===== config.mk =====
export PLATFORM = sky130hd
export DESIGN_NAME = wave_hit_scorer
export DESIGN_NICKNAME = d
export VERILOG_FILES = /design/src/rtl/wave_hit_scorer.sv
export SDC_FILE = /design/constraint.sdc
export NUM_CORES = 1
export LEC_CHECK = 0
export ABC_AREA = 1
export CELL_PAD_IN_SITES_DETAIL_PLACEMENT = 1
export CELL_PAD_IN_SITES_GLOBAL_PLACEMENT = 2
export CORE_MARGIN = 2
export CORE_UTILIZATION = 33
export DETAILED_ROUTE_END_ITERATION = 10
export HOLD_SLACK_MARGIN = 0.06
export PLACE_DENSITY_LB_ADDON = 0.2
export RECOVER_POWER = 50
export SLEW_MARGIN = 5
export SYNTH_ARGS = -nofsm -noshare
export SYNTH_HDL_FRONTEND = slang
export SYNTH_SLANG_ARGS = --single-unit

===== constraint.sdc =====
create_clock -name clk -period 8.7 [get_ports clk]
set_input_delay 0.87 -clock clk [delete_from_list [all_inputs] [get_ports clk]]
set_output_delay 0.87 -clock clk [all_outputs]
set_load 0.01 [all_outputs]

===== src/rtl/wave_hit_scorer.sv =====
// wave_hit_scorer
//   Sits in front of the wave-enemy sprite block. It detects when a bullet
//   pixel and an opaque enemy pixel overlap, and latches that as a hit
//   until the enemy dies. It also counts kills (4-digit BCD score) and
//   escaped enemies, raises a game-over request, and derives the wave
//   descent divisor from the current level.
//
//   Optional build macro: STREAK_BONUS_EN
//     When defined, each kill made while four or more consecutive kills
//     have already been scored adds 2 to the score instead of 1.
//
// Ports
//   clk            system clock
//   rst            synchronous, active-high reset
//   pix_en         pixel-rate enable; overlap is sampled only when high
//   game_start_on  title screen showing
//   game_over_on   game-over screen showing
//   pause          game paused
//   b_on           pixel is inside a live bullet
//   e_w_on         pixel is an opaque wave-enemy pixel
//   is_active      wave enemy alive
//   hit_w_enemy    hit flag to the enemy, held until the enemy dies
//   kill_pulse     one-cycle strobe per counted kill
//   score          4-digit BCD kill score (saturates at 9999)
//   misses         escaped-enemy count (saturates at MAX_MISSES)
//   level          current level (saturates at MAX_LEVEL)
//   wave_speed     enemy speed divisor, clk ticks per pixel step
//   game_over_req  sticky request to enter the game-over screen
//
// state  | meaning
// IDLE   | title / waiting; counters frozen for display
// PLAY   | game running; hits latched, kills and escapes counted
// PAUSED | game paused; no new hits, enemy deaths still counted
// OVER   | game-over screen; counters frozen for display

module wave_hit_scorer #(
    parameter logic [23:0] BASE_SPEED      = 24'd400000,
    parameter logic [23:0] SPEED_STEP      = 24'd40000,
    parameter logic [23:0] MIN_SPEED       = 24'd80000,
    parameter int          KILLS_PER_LEVEL = 8,
    parameter int          MAX_LEVEL       = 8,
    parameter int          MAX_MISSES      = 3
) (
    input  logic        clk,
    input  logic        rst,
    input  logic        pix_en,
    input  logic        game_start_on,
    input  logic        game_over_on,
    input  logic        pause,
    input  logic        b_on,
    input  logic        e_w_on,
    input  logic        is_active,
    output logic        hit_w_enemy,
    output logic        kill_pulse,
    output logic [15:0] score,
    output logic [1:0]  misses,
    output logic [3:0]  level,
    output logic [23:0] wave_speed,
    output logic        game_over_req
);

    typedef enum logic [1:0] {IDLE, PLAY, PAUSED, OVER} state_t;

    localparam logic [7:0] KILLS_PER_LEVEL_W = 8'(KILLS_PER_LEVEL);
    localparam logic [7:0] MAX_LEVEL_W       = 8'(MAX_LEVEL);
    localparam logic [1:0] MAX_MISSES_W      = 2'(MAX_MISSES);

    state_t      state;
    state_t      state_nxt;
    logic        is_active_d;
    logic [7:0]  kills;
    logic [7:0]  kills_inc;
    logic [7:0]  lvl_quot;
    logic [3:0]  level_inc;
    logic [1:0]  misses_inc;
    logic [1:0]  score_inc;
    logic [23:0] speed_red;
    logic [23:0] speed_calc;
    logic        start_play;
    logic        fall;
    logic        kill_evt;
    logic        escape_evt;
    logic        overlap;

    // Add 1 or 2 to a 4-digit BCD value, clamping at 9999 when the top
    // digit would carry out.
    function automatic logic [15:0] bcd_add(input logic [15:0] val, input logic [1:0] inc);
        logic [4:0]  d;
        logic [1:0]  c;
        logic [15:0] r;
        c = inc;
        r = '0;
        for (int i = 0; i < 4; i++) begin
            d = {1'b0, val[i*4 +: 4]} + {3'b000, c};
            if (d > 5'd9) begin
                r[i*4 +: 4] = 4'(d - 5'd10);
                c           = 2'd1;
            end else begin
                r[i*4 +: 4] = d[3:0];
                c           = 2'd0;
            end
        end
        if (c != 2'd0) r = 16'h9999;
        return r;
    endfunction

    always_comb begin
        state_nxt = state;
        case (state)
            IDLE:    if (!game_start_on && !game_over_on) state_nxt = PLAY;
            PLAY:    if (game_over_req || game_over_on)   state_nxt = OVER;
                     else if (pause)                      state_nxt = PAUSED;
            PAUSED:  if (!pause)                          state_nxt = PLAY;
            OVER:    if (game_start_on)                   state_nxt = IDLE;
            default: state_nxt = IDLE;
        endcase
    end

    always_ff @(posedge clk) begin
        if (rst) state <= IDLE;
        else     state <= state_nxt;
    end

    assign start_play = (state == IDLE) && (state_nxt == PLAY);
    // Deaths are still counted while paused so an enemy that leaves the
    // screen during a pause is not lost.
    assign fall       = ((state == PLAY) || (state == PAUSED)) && is_active_d && !is_active;
    assign kill_evt   = fall && hit_w_enemy;
    assign escape_evt = fall && !hit_w_enemy;
    assign overlap    = (state == PLAY) && pix_en && b_on && e_w_on && is_active && !hit_w_enemy;

    assign kills_inc  = (kills == 8'hFF) ? kills : kills + 8'd1;
    assign lvl_quot   = kills_inc / KILLS_PER_LEVEL_W;
    assign level_inc  = (lvl_quot > MAX_LEVEL_W) ? MAX_LEVEL_W[3:0] : lvl_quot[3:0];
    assign misses_inc = (misses == MAX_MISSES_W) ? misses : misses + 2'd1;

    // Compare first so the subtraction can never wrap below zero.
    assign speed_red  = 24'(level) * SPEED_STEP;
    assign speed_calc = ((speed_red < BASE_SPEED) && ((BASE_SPEED - speed_red) > MIN_SPEED))
                        ? (BASE_SPEED - speed_red) : MIN_SPEED;

`ifdef STREAK_BONUS_EN
    logic [2:0] streak;

    assign score_inc = (streak >= 3'd4) ? 2'd2 : 2'd1;

    always_ff @(posedge clk) begin
        if (rst)                             streak <= '0;
        else if (start_play || escape_evt)   streak <= '0;
        else if (kill_evt && streak != 3'd7) streak <= streak + 3'd1;
    end
`else
    assign score_inc = 2'd1;
`endif

    always_ff @(posedge clk) begin
        if (rst) begin
            is_active_d   <= 1'b0;
            hit_w_enemy   <= 1'b0;
            kill_pulse    <= 1'b0;
            score         <= '0;
            misses        <= '0;
            level         <= '0;
            kills         <= '0;
            wave_speed    <= BASE_SPEED;
            game_over_req <= 1'b0;
        end else begin
            is_active_d <= is_active;
            kill_pulse  <= kill_evt;
            wave_speed  <= speed_calc;

            if (!is_active)   hit_w_enemy <= 1'b0;
            else if (overlap) hit_w_enemy <= 1'b1;

            if (start_play) begin
                score         <= '0;
                misses        <= '0;
                level         <= '0;
                kills         <= '0;
                game_over_req <= 1'b0;
            end else if (kill_evt) begin
                score <= bcd_add(score, score_inc);
                kills <= kills_inc;
                level <= level_inc;
            end else if (escape_evt) begin
                misses <= misses_inc;
                if (misses_inc == MAX_MISSES_W) game_over_req <= 1'b1;
            end
        end
    end

endmodule


==> out/qor_table.md <==
| Result | Value |
|---|---|
| Via count of the first global-routing pass | 3168 |
| Deepest clock path buffer count | 2 |
| Antenna cell count | 0 |
| Clock-pin slew reported for the worst setup and hold paths after clock tree synthesis | 0.10 ns |
| Detailed-router iteration count before antenna repair | 4 |
| Critical Path Fanout Max | 10 |
| Share of flip-flops with an asynchronous set or reset after synthesis | 0% |
| Port-buffer cells | 51 |
| Routability congestion estimate | 0.770 |
| Unique masters post-synth | 42 |
| Dominant combinational cell family by area after synthesis | simple AND/OR/NAND/NOR gates |
| CP bufs+invs | 5 |
| Sequential Power Share | 51.8% |
| Commonest cells post-synth | 98 x nand2_1, 78 x inv_1, 51 x dfxtp_1, 39 x nand3_1, 36 x ha_1 |
| Non-Filler Cell Area, Final | 0.00419 mm^2 |
| Crit-path slowest cell | dfxtp_1 |
| Fraction of the mapped netlist area in simple logic gates | 27.9% |
| Tot Pwr | 0.470 mW |
| Share of cells above drive strength 1 | 8.29% |
| Min Tclk post-route | 5.34 ns |
| Total routed wirelength | 8200 um |
| Initial antenna violation count | 0 |
| Clock tree from TritonCTS | built |
| Floorplan die height | 106 um |
| Switching part of the total | 30.3% |
| Type of element launching the critical path | register |
| Area share of fa/ha/maj cells after synthesis | 14.7% |
| Data required time of the worst path | 8.93 ns |
| Via count | 3103 |
| Dominant delay contributor by cell family on the critical path | adder cells |
| GRT overflow | 0 |
| CTS Sinks | 51 |
| Most frequent cell after synthesis | nand2_1 |
| Gate Count Post-Synth | 478 |
| Layout Area Growth over Synthesis | 20.9% |
| GRT Util Overall | 15.5% |
| Initial cell density of the core | 33.7% |
| Clock Skew | 0.00814 ns |
| Standard cell core area | 0.0103 mm^2 |
| Result of the run | finished, final reports clean |
| Area share of the largest cell type after synthesis | 29.5% |
| Post-DP HPWL | 6590 um |
| Largest net degree at the start of global routing | 29 |
| Max-slew headroom at the worst pin | 6.85% |
| Wire length of the first global-routing pass | 14600 um |
| Clock share of power | 31.3% |
| Transition at the pin with the smallest max-transition slack | 1.40 ns |
| Post-synthesis compound-gate area fraction | 12.0% |
| Net switching power figure | 0.143 mW |
| Hold slack final | 0.495 ns |
| Total Neg Setup Slack | 0 ns |
| Final setup violating endpoints | 0 |
| Element type at the critical path end | register |
| Top FF cell, synth | dfxtp_1 |
| Worst voltage drop across the vdd grid | 53.1 uV |
| Placed Instance Area | 0.00409 mm^2 |
| Combinational fraction of design power | 16.9% |
| Count of placed standard cells including taps | 659 |
| Standard-cell rows | 37 |
| Number of enable flip-flop cells after synthesis | 0 |
| CTS Hold Buffers Added | 0 |
| Buffers inserted during post-CTS setup optimization | 0 |
| Cell Count, Final, Fillers Out | 667 |
| Share of cell area taken by muxes after synthesis | 0% |
| Share of the synthesized netlist area taken by xor and xnor gates | 4.52% |
| Maximum single-stage delay on the critical path | 0.41 ns |
| Warnings, synthesis | 0 |
| Cell occurring most often along the worst timing path | ha_1 |
| Die ar. | 0.0113 mm^2 |
| I/O pin count | 58 |
| Vias per std cell | 4.65 |
| Final-report max-slew violation count | 0 |
| P_int | 0.327 mW |
| Level count of the clock H-tree | 2 |
| WL per Instance | 12.3 um |
| Cell area after synthesis | 0.00346 mm^2 |
| Portion of the clock cycle consumed by the worst path in the final layout | 61.4% |
| Worst skew pair latency | 0.31 ns |
| Sequential-to-total area share from yosys stat | 29.5% |
| Static power due to leakage | 2.03 nW |
| Reported max-cap violation count | 0 |
| Area leader, netlist | dfxtp_1 |
| Final net count | 578 |
| Final hold viol count | 0 |
| Number of buffers created by CTS | 5 |
| Number of DRC violations after detailed-routing iteration 0 | 75 |
| Power density relative to cell area | 112 mW/mm^2 |
| Worst endpoint data arrival time | 5.57 ns |
| Synth top area cells | dfxtp_1 29%, ha_1 13%, nand2_1 11% |
| Per-instance average area after synthesis | 7.24 um^2 |
| Worst min-delay path category | reg -> reg |
| Antenna-violating nets left | 0 |
| Detailed-route DRC error count | 0 |
| Setup repair after global routing missed its margin | no |
| Flip-flop and latch count after synthesis | 51 |
| Worst Path Class, Setup | reg -> reg |
| Maximum operating frequency | 0.187 GHz |
| Overall die width | 106 um |
| CTS root buf | clkbuf_8 |
| Number of resized instances in the post-cts repair step | 0 |
[cell usage in the layout (no fill, tap or decap), types with 7 or more instances in the layout]
cell type / netlist / layout
a21oi_1: 30 / 30
clkdlybuf4s50_1: 0 / 7
conb_1: 1 / 7
dfxtp_1: 51 / 51
dlygate4sd3_1: 0 / 44
ha_1: 36 / 36
inv_1: 78 / 78
nand2_1: 98 / 98
nand2_2: 10 / 10
nand3_1: 39 / 39
nor2_1: 27 / 27
nor2_2: 7 / 7
o21ai_0: 19 / 19
xor2_1: 10 / 10
[worst paths after layout]
| check | start | endpoint | slack [ns] | cells past startpoint |
|---|---|---|---|---|
| worst min register to register | kills[0]$_SDFFE_PP0P_ | kills[0]$_SDFFE_PP0P_ | 0.49 | 1 |
| worst max register to register | score[0]$_SDFFE_PP0P_ | score[10]$_SDFFE_PP0P_ | 3.36 | 29 |
| worst max-delay path | score[0]$_SDFFE_PP0P_ | score[10]$_SDFFE_PP0P_ | 3.36 | 29 |
| worst min-delay path | kills[0]$_SDFFE_PP0P_ | kills[0]$_SDFFE_PP0P_ | 0.49 | 1 |
[sequential cells by signal, indices dropped and copies added, names as in the netlist]
name           count
kill_pulse         1
kills              8
level              4
score             16
wave_speed        15
hit_w_enemy        1
is_active_d        1
misses             2
game_over_req      1
state              2
[through the flow]
step | utilization (%) | worst slack (ns)
after floorplan | - | 4.08
after global placement | 39.8 | 3.71
after detailed placement | 39.8 | 3.40
after CTS | 40.8 | 3.34
after global routing | 40.7 | 2.78
final | 40.7 | 3.36
[power by group through the flow]
stage / sequential (mW) / clock [mW] / combinational [mW]
4_1_cts: 0.243 / 0.154 / 0.0823
2_1_floorplan: 0.248 / 0 / 0.0576
3_3_place_gp: 0.249 / 0 / 0.0802
6_report: 0.243 / 0.147 / 0.0794
5_1_grt: 0.245 / 0.167 / 0.0915
3_5_place_dp: 0.249 / 0 / 0.0820
[cell families after synthesis]
family	after synthesis
AND/OR/NAND/NOR	203
buffers and inverters	95
AO/OA/AOI/OAI	72
flip-flops	51
adder cells (fa/ha/maj)	39
XOR/XNOR	17
other	1
[final cells by class]
| class | count | area [um^2] |
|---|---|---|
| inverter | 82 | 308 |
| fill | 1298 | 6090 |
| tap | 136 | 170 |
| clock inverter | 2 | 16.3 |
| multi-input combinational | 338 | 2070 |
| timing repair buffer | 52 | 514 |
| sequential | 51 | 1020 |
| clock buffer | 6 | 82.6 |
[routing by layer]
metal / vias up / global-route usage (%) / part of all wire [%]
li1: 1615 / - / -
met1: 1439 / 20.5 / 50
met2: 45 / 26.7 / 47
met3: 4 / 2.33 / 2.6
met4: 0 / 3.34 / 0.62
met5: - / 0 / 0
(Power assumes the default switching activity.)
